`src/rtl/encode_uart_tx.sv`:
```
// 8N1 UART transmitter for the encoder byte stream.
// Enable and baud divisor are written over the shared host register bus.
module encode_uart_tx #(
  parameter logic [7:0]  ADDR_EN      = 8'h01,
  parameter logic [7:0]  ADDR_BAUD    = 8'h02,
  parameter logic [15:0] BAUD_DIV_RST = 16'd434,
  parameter logic [15:0] BAUD_DIV_MIN = 16'd4
) (
  input  logic        Clk,
  input  logic        Rst_n,
  input  logic        m_wr,
  input  logic [7:0]  m_addr,
  input  logic [15:0] m_wrdata,
  input  logic [7:0]  data_in,
  output logic        Rs232_Tx,
  output logic        Tx_Busy,
  output logic        Tx_Done
);

  typedef enum logic [1:0] {IDLE, START, DATA, STOP} state_e;

  state_e      state_q, state_d;
  logic        en_q, en_d;
  logic [15:0] baud_div_q, baud_div_d;
  logic [15:0] active_div_q, active_div_d;
  logic [15:0] baud_cnt_q, baud_cnt_d;
  logic [2:0]  bit_cnt_q, bit_cnt_d;
  logic [7:0]  shreg_q, shreg_d;
  logic        tx_q, tx_d;
  logic        busy_q, busy_d;
  logic        done_q, done_d;
  logic        last_tick;

  assign last_tick = (baud_cnt_q == active_div_q - 16'd1);

  always_comb begin
    state_d      = state_q;
    en_d         = en_q;
    baud_div_d   = baud_div_q;
    active_div_d = active_div_q;
    baud_cnt_d   = baud_cnt_q;
    bit_cnt_d    = bit_cnt_q;
    shreg_d      = shreg_q;
    tx_d         = tx_q;
    busy_d       = busy_q;
    done_d       = 1'b0;

    if (m_wr && m_addr == ADDR_EN)   en_d = m_wrdata[0];
    if (m_wr && m_addr == ADDR_BAUD)
      baud_div_d = (m_wrdata < BAUD_DIV_MIN) ? BAUD_DIV_MIN : m_wrdata;

    // Outputs are computed one edge early so the line comes straight off a flop.
    case (state_q)
      IDLE: begin
        tx_d   = 1'b1;
        busy_d = 1'b0;
        if (en_q) begin
          state_d      = START;
          shreg_d      = data_in;
          active_div_d = baud_div_q;
          baud_cnt_d   = 16'd0;
          tx_d         = 1'b0;
          busy_d       = 1'b1;
        end
      end
      START: begin
        baud_cnt_d = baud_cnt_q + 16'd1;
        if (last_tick) begin
          baud_cnt_d = 16'd0;
          bit_cnt_d  = 3'd0;
          state_d    = DATA;
          tx_d       = shreg_q[0];
        end
      end
      DATA: begin
        baud_cnt_d = baud_cnt_q + 16'd1;
        if (last_tick) begin
          baud_cnt_d = 16'd0;
          if (bit_cnt_q == 3'd7) begin
            state_d = STOP;
            tx_d    = 1'b1;
          end else begin
            bit_cnt_d = bit_cnt_q + 3'd1;
            tx_d      = shreg_q[bit_cnt_q + 3'd1];
          end
        end
      end
      STOP: begin
        baud_cnt_d = baud_cnt_q + 16'd1;
        if (last_tick) begin
          baud_cnt_d = 16'd0;
          state_d    = IDLE;
          busy_d     = 1'b0;
          done_d     = 1'b1;
        end
      end
      default: state_d = IDLE;
    endcase
  end

  always_ff @(posedge Clk or negedge Rst_n) begin
    if (!Rst_n) begin
      state_q      <= IDLE;
      en_q         <= 1'b0;
      baud_div_q   <= BAUD_DIV_RST;
      active_div_q <= BAUD_DIV_RST;
      baud_cnt_q   <= 16'd0;
      bit_cnt_q    <= 3'd0;
      shreg_q      <= 8'd0;
      tx_q         <= 1'b1;
      busy_q       <= 1'b0;
      done_q       <= 1'b0;
    end else begin
      state_q      <= state_d;
      en_q         <= en_d;
      baud_div_q   <= baud_div_d;
      active_div_q <= active_div_d;
      baud_cnt_q   <= baud_cnt_d;
      bit_cnt_q    <= bit_cnt_d;
      shreg_q      <= shreg_d;
      tx_q         <= tx_d;
      busy_q       <= busy_d;
      done_q       <= done_d;
    end
  end

  assign Rs232_Tx = tx_q;
  assign Tx_Busy  = busy_q;
  assign Tx_Done  = done_q;

endmodule

```
`config.mk`:
```
export PLATFORM = sky130hd
export DESIGN_NAME = encode_uart_tx
export DESIGN_NICKNAME = d
export VERILOG_FILES = /design/src/rtl/encode_uart_tx.sv
export SDC_FILE = /design/constraint.sdc
export NUM_CORES = 1
export LEC_CHECK = 0
export ABC_AREA = 1
export CAP_MARGIN = 10
export CORE_ASPECT_RATIO = 0.5
export CORE_MARGIN = 2
export CORE_UTILIZATION = 50
export CTS_CLUSTER_DIAMETER = 60
export DETAILED_ROUTE_END_ITERATION = 16
export PLACE_DENSITY = 0.74
export SLEW_MARGIN = 20
export SYNTH_ARGS = -nofsm -noshare
export SYNTH_HDL_FRONTEND = slang
export SYNTH_SLANG_ARGS = --single-unit
```
`constraint.sdc`:
```
create_clock -name Clk -period 1.9 [get_ports Clk]
set_input_delay 0.475 -clock Clk [delete_from_list [all_inputs] [get_ports Clk]]
set_output_delay 0.475 -clock Clk [all_outputs]
set_load 0.05 [all_outputs]
```
==> key figures, run 1 <==
Run status
  – Status: complete, but fails checks
  – Failing checks: setup timing

Timing
  – Worst-margin pin slew: around 0.57 ns
  – PnR worst setup slack: -0.255 ns
  – Setup violations, final: 24
  – Hold Fails Final Rpt: 0
  – Final period utilization: 113%
  – Slew Limit Headroom: between 60% and 70%
  – Clock skew: 0.00627 ns
  – RSZ-0062 raised after global routing: true
  – F_max: 464 MHz
  – Post-layout min period: between 2 and 2.5 ns
  – Final max-slew violation count: 0

Synthesis
  – Post-Syn Area: 3930 µm²
  – Yosys warns: 0
  – Sequential area share after synthesis: a little over two fifths
  – Mean post-synth cell area: approximately 7.4 µm²
  – Yosys cell types: 33
  – Post-Syn Nets: 578
  – Syn Inst Count: roughly 530
  – Number of synthesized register bits: 65

Placed design
  – Placed Area: about 4700 µm²
  – Buffers on Ports: 37
  – Pre-CTS WS: -0.272 ns
  – Gpl congestion: 0.850
  – Dpl hpwl: slightly below 7000 µm

Clock network
  – Clock sinks: 65
  – Num CTS Buffers: 9
  – Hold_buf cts: 0
  – TritonCTS clock tree: built
  – CTS Buffer Depth: 2
  – CTS root buffer: clkbuf_16
  – Worst-skew pair later-pin latency: approximately 0.34 ns
  – Htree depth: 3
  – Clk slew on worst S/H paths: roughly 0.050 ns

Power
  – P_leak: 2.54 nW
  – Pwr Total: 7.95 mW
  – Power Dens Cells: between 1000 and 1500 nW/µm²
  – Peak VDD IR: between 0.9 and 1 mV

Die
  – Row count: 22
  – Die Width: 129 µm
  – I/O pin cnt: 38
  – Die area: 8620 µm²
  – Core ar.: 7460 µm²
  – Vert. Die Dim: 66.7 µm
  – Starting Density: between 50% and 60%

Setup path
  – Kind of critical path: flop to flop
  – Worst r2r src: active_div_q[1]
  – Required @ worst endpoint: approximately 2.1 ns
  – Worst setup EP type: flop
  – CP startpoint kind: flop
  – Worst setup path start: active_div_q[1]
  – Cell Chain, Critical Path: inv_2, ha_4, nand2_1, inv_1, nor2_2, nand3_2, nor2_4, nand3_2, nor2_4, nand4_4, nand2_4, nand2_4, nand2_1, nand2_1
  – Crit Path Max Fanout: 4
  – Most used cell, CP: nand2_1
  – Crit-path slowest cell: dfstp_2
  – Max stage delay on crit path: between 0.5 and 0.6 ns
  – Reg2Reg Setup Slack: -0.25 ns
  – Critical Path AT: ~2.4 ns

Routing
  – Via density: approximately 5.2
  – Number of DRC markers in iteration 0: between 300 and 400
  – Initial DRT Pass Iterations: 5
  – Final ANT Viol Nets: 0
  – WL/cell: roughly 14 µm
  – Drt total wl: around 10000 µm
  – Detailed-route DRC error count: 0
  – Via count: 3750

Layout
  – Nets: roughly 660
  – Fin area: around 5400 µm²
  – # diodes: 0
  – Multi-input gate area: 2280 µm²
  – Register area: 1640 µm²
  – Layout cell share with drive strength beyond 1: about a quarter
  – Synthesis-to-finish area growth: 36.8%
  – Fillcell total: approximately 540

Global route
  – GR Overflow Total: 0
  – Largest net degree at the start of global routing: 56
  – GRT Util Overall: between 20% and 30%
  – First-pass GRT wire length: about 17000 µm
  – Antenna violations before repair: 0
  – Vias in the first global route: between 3000 and 4000

Hold path
  – HP Class: input port to asynchronous set/reset pin

Flow run
  – # Max-Cap Violations: 0
worst paths after layout:
check,to,cells after the start
worst max register to register,state_q[0],14
worst min register to register,baud_div_q[4],2
max in group asynchronous,active_div_q[1],2
min in group Clk,baud_div_q[4],2
worst max-delay path,state_q[0],14
worst min-delay path,shreg_q[1],1
cells by family (layout without fill, tap and decap cells):
logic type | count (synthesis) | count (layout) | synth area share, %
AO/OA/AOI/OAI | 51 | 51 | 6.79
AND/OR/NAND/NOR | 307 | 308 | 34.2
adder cells (fa/ha/maj) | 9 | 9 | 2.87
flip-flops | 65 | 65 | 41.8
multiplexers | 9 | 9 | 2.58
buffers and inverters | 72 | 157 | 7.08
XOR/XNOR | 21 | 21 | 4.69
state kept, by name (all words and copies together) (netlist names), 2 cells and up:
name / flops
active_div_q: 16
baud_cnt_q: 16
baud_div_q: 16
shreg_q: 8
bit_cnt_q: 3
state_q: 2
area by class of cell:
| class | count | share of cell area [%] |
|---|---|---|
| multi-input cells | 398 | 42.4 |
| flip-flops and latches | 65 | 30.6 |
| repair buffers | 78 | 13.3 |
| clock buffers | 12 | 4.96 |
| inverters | 63 | 4.40 |
| well taps | 108 | 2.52 |
| clock inverters | 4 | 1.82 |
cells in the mapped netlist:
cell      instances  share of area (%)
a21oi_1          23                2.9
xnor2_1           7                1.6
o211ai_1          1               0.19
or2_2             1               0.16
inv_2             2               0.19
xor2_1           14                3.1
and2_2            1               0.19
nor2_4            3               0.86
buf_6             1               0.29
nor2_1           58                5.5
nand3_1          41                5.2
o21ai_0          18                2.3
nand2_1         169                 16
a31oi_1           2               0.32
o32ai_1           1               0.22
clkinv_1          1              0.096
ha_1              9                2.9
o21ai_1           5               0.64
nand3_4           1               0.45
nor3_1            4               0.51
nand3b_1          4               0.77
mux2_2            9                2.6
inv_1            60                5.7
dfstp_2          11                7.4
nor2_2            5               0.80
nor4_1            6               0.96
nand4_1           8                1.3
nor3b_1           1               0.19
nand2_2           3               0.48
nand4_2           2               0.64
o31ai_1           1               0.19
clkbuf_1          8               0.77
dfrtp_1          54                 34
stage by stage:
step	std cells	hold slack (ns)	util [%]	TNS, ns
final	728	0.0102	72.0	-4.12
after global placement	706	0.369	63.1	-3.70
after CTS	727	0.0181	69.9	-1.88
after detailed placement	706	0.370	63.1	-4.50
after global routing	728	0.0182	72.0	-6.79
after floorplan	534	0.179	-	0
worst max-delay path: cells and delay by family, from the launching register on:
kind / cells / cell delay [ns]
simple gates: 11 / 1.19
fa+ha+maj: 1 / 0.23
buf+inv: 2 / 0.09
flops: 1 / 0.54
routing by layer:
metal	track usage, %	part of all wire [%]
met5	0	0
met3	6.51	5.6
met4	7.61	1.2
met1	35.0	47
met2	42.2	46
cell usage in the layout, fill, tap and decap left out, types with 2 or more instances in the layout:
master / n
o21ai_0: 17
dfstp_2: 11
mux2_2: 9
buf_4: 40
nand2_2: 11
nand3_1: 32
bufinv_16: 3
nand3_2: 9
nor2_2: 6
clkbuf_16: 9
nand4_1: 8
nor2_4: 11
nand2_4: 4
clkdlybuf4s50_1: 33
a31oi_1: 2
a21oi_2: 11
inv_2: 5
nor4_1: 5
ha_1: 8
nand3b_1: 4
nor2_1: 49
clkbuf_8: 3
nor3_1: 4
inv_1: 57
o21ai_1: 5
nand4_4: 2
a21oi_1: 11
buf_12: 4
xor2_1: 14
nand2_1: 157
dfrtp_1: 54
xnor2_1: 7
what timing repair did:
action / CTS / global route
endpoints found under the hold margin: 0 / 0
gates cloned: 1 / 0
endpoints found under the setup margin: 24 / 24
buffers inserted: 4 / 4
pin swaps: 11 / 27
resized for setup: 25 / 39
power breakdown:
| group | total, mW | switching, mW | internal, mW | leakage, nW |
|---|---|---|---|---|
| Combinational | 3.83 | 2.24 | 1.59 | 1.58 |
| Sequential | 2.12 | 0.328 | 1.79 | 0.781 |
| Clock | 2.00 | 0.615 | 1.39 | 0.175 |
| Total | 7.95 | 3.18 | 4.77 | 2.54 |
(Power assumes the default switching activity.)
==> run 2, diff against run 1 <==
CAP_MARGIN = 20   (was 10)
==> results of run 2 <==
No change in the layout: final DEF, timing and power equal those of run 1.
==> run 3, diff against run 2 <==
TNS_END_PERCENT = 20   (was not set)
==> key figures, run 3 (synthesized netlist as in run 1, its figures left out) <==
Layout
  – Layout cell share with drive strength beyond 1: 20.3% (-3.5 points)
  – Fin area: 5260 µm² (-2.0%)
  – Register area: 1640 µm² (unchanged)
  – Multi-input gate area: 2170 µm² (-4.7%)
  – Fillcell total: 556 (+3.3%)
  – Most common cell after layout, fill and taps aside: nand2_1
  – Synthesis-to-finish area growth: 34.1%
  – Biggest regs: active_div_q: 16 flops, baud_cnt_q: 16 flops, baud_div_q: 16 flops
  – Nets: 659 (unchanged)
  – Post-layout util: 70.5% (-1.4 points)
  – # diodes: 0 (unchanged)
  – Commonest cells after routing, fill and taps aside: nand2_1 (161), inv_1 (59), dfrtp_1 (54), nor2_1 (51), buf_4 (40)

Power
  – Peak VDD IR: 0.929 mV (-1.7%)
  – Pwr Total: 7.89 mW (-0.71%)
  – Power Dens Cells: 1500 nW/µm² (+1.3%)
  – P_leak: 2.53 nW (-0.54%)

Die
  – Vert. Die Dim: 66.7 µm (unchanged)
  – Die Width: 129 µm (unchanged)
  – I/O pin cnt: 38 (unchanged)
  – Core ar.: 7460 µm² (unchanged)
  – Row count: 22 (unchanged)
  – Starting Density: 52.6% (unchanged)
  – Die area: 8620 µm² (unchanged)

Clock network
  – Num CTS Buffers: 9 (unchanged)
  – TritonCTS clock tree: built
  – Worst-skew pair later-pin latency: 0.33 ns (about the same)
  – CTS Buffer Depth: 2 (unchanged)
  – CTS root buffer: clkbuf_16
  – Clock sinks: 65 (unchanged)
  – Clk slew on worst S/H paths: 0.06 ns (about the same)
  – Htree depth: 3 (unchanged)

Setup path
  – Kind of critical path: flop to flop
  – Critical Path AT: 2.35 ns (-0.03 ns)
  – R2R depth: 14 (unchanged)
  – CP startpoint kind: flop
  – Reg2Reg Setup Slack: -0.22 ns (+0.04 ns)
  – Crit Path Max Fanout: 6 (+2)
  – Required @ worst endpoint: 2.13 ns (about the same)
  – Worst setup EP type: flop

Timing
  – Total Neg Setup Slack: -4.54 ns (-0.429 ns)
  – PnR worst setup slack: -0.219 ns (+0.0356 ns)
  – Clock skew: 0.00635 ns (+0.0000796 ns)
  – Hold Fails Final Rpt: 0 (unchanged)
  – Setup violations, final: 24 (unchanged)
  – Final period utilization: 112% (-1.9 points)
  – Worst-margin pin slew: 0.370 ns (-0.198 ns)
  – Post-layout min period: 2.12 ns (-0.0356 ns)
  – Slew Limit Headroom: 75.0% (+13 points)
  – Final hold slack: 0.0144 ns (+0.00412 ns)
  – Final max-slew violation count: 0 (unchanged)
  – RSZ-0062 raised after global routing: true
  – F_max: 472 MHz (+1.7%)

Global route
  – Gr busiest metal: met2
  – First-pass GRT wire length: 17100 µm (-0.40%)
  – GR Util met2: 41.6% (-0.59 points)
  – Met1 Usage GRT: 34.7% (-0.36 points)
  – Vias in the first global route: 3619 (+0.47%)
  – GRT Util Overall: 25.9% (-0.14 points)
  – GR Overflow Total: 0 (unchanged)
  – Met3 Usage GRT: 6.91% (+0.40 points)
  – Largest net degree at the start of global routing: 56 (unchanged)
  – Antenna violations before repair: 0 (unchanged)

Placed design
  – Gpl congestion: 0.850 (unchanged)
  – Buffers on Ports: 37 (unchanged)
  – Placed Area: 4710 µm² (unchanged)
  – Dpl hpwl: 6950 µm (unchanged)

Routing
  – Final ANT Viol Nets: 0 (unchanged)
  – Detailed-route DRC error count: 0 (unchanged)
  – WL/cell: 13.9 µm (+0.21%)
  – Via count: 3768 (+0.48%)
  – Number of DRC markers in iteration 0: 329 (-4.4%)
  – Via density: 5.18 (+0.48%)
  – Drt total wl: 10100 µm (+0.21%)
  – Initial DRT Pass Iterations: 7 (+2)

Run status
  – Failing checks: setup timing
  – Status: complete, but fails checks

Flow run
  – # Max-Cap Violations: 0 (unchanged)

Hold path
  – HP Class: input port to asynchronous set/reset pin
run 3: cell count changes in the layout (fill, tap and decap cells not counted), moves of 3 or more:
cell | previous run | this run
nand2_1 | 157 | 161
a21oi_2 | 11 | 4
nand3_2 | 9 | 3
nand2_2 | 11 | 8
a21oi_1 | 11 | 19
nand3_1 | 32 | 38
run 3: critical path: stages, from the launching register on:
cell     delay (ns)
dfstp_2        0.54
inv_2          0.05
ha_4           0.20
nand2_1        0.05
inv_1          0.05
nor2_2         0.14
nand3_2        0.11
nor2_4         0.17
nand2_2        0.08
nor2_4         0.11
nand2_2        0.06
nor2_4         0.15
nand4_4        0.15
nand2_2        0.11
o21ai_2        0.05
run 3: where the power goes:
part	leakage, nW	switching [mW]	internal (mW)	total [mW]
Sequential	0.781	0.327	1.79	2.12
Combinational	1.57	2.19	1.60	3.79
Clock	0.175	0.600	1.39	1.99
run 3: path summary, 6_finish.rpt:
path / startpoint / to
worst max-delay path: active_div_q[1] / bit_cnt_q[2]
worst min-delay path: Rst_n / shreg_q[1]
worst max register to register: active_div_q[1] / bit_cnt_q[2]
worst min register to register: baud_div_q[4] / baud_div_q[4]
max in group asynchronous: Rst_n / active_div_q[1]
min in group Clk: baud_div_q[4] / baud_div_q[4]
run 3: stage by stage:
stage,worst slack [ns],instances
3_3_place_gp,-0.226,706
4_1_cts,-0.193,727
5_1_grt,-0.367,728
6_report,-0.219,728
2_1_floorplan,0.00619,534
3_5_place_dp,-0.272,706
run 3: layout make-up:
cell class,count,share of cell area [%]
clock buffers,12,5.06
repair buffers,78,13.6
flip-flops and latches,65,31.2
multi-input cells,398,41.3
clock inverters,4,1.85
inverters,63,4.49
well taps,108,2.57
run 3: what timing repair did:
item / CTS / global route
hold buffers: 0 / 0
gates cloned: 1 / 0
hold endpoints to repair: 0 / 0
setup endpoints to repair: 24 / 24
resized for setup: 10 / 26
setup buffers: 4 / 1
pin swaps: 9 / 14
run 3: routing by layer:
layer / vias to the layer above / routed length [µm]
met3: 16 / 669
met5: - / 0
met1: 1758 / 4650
li1: 1877 / -
met4: 0 / 108
met2: 117 / 4680
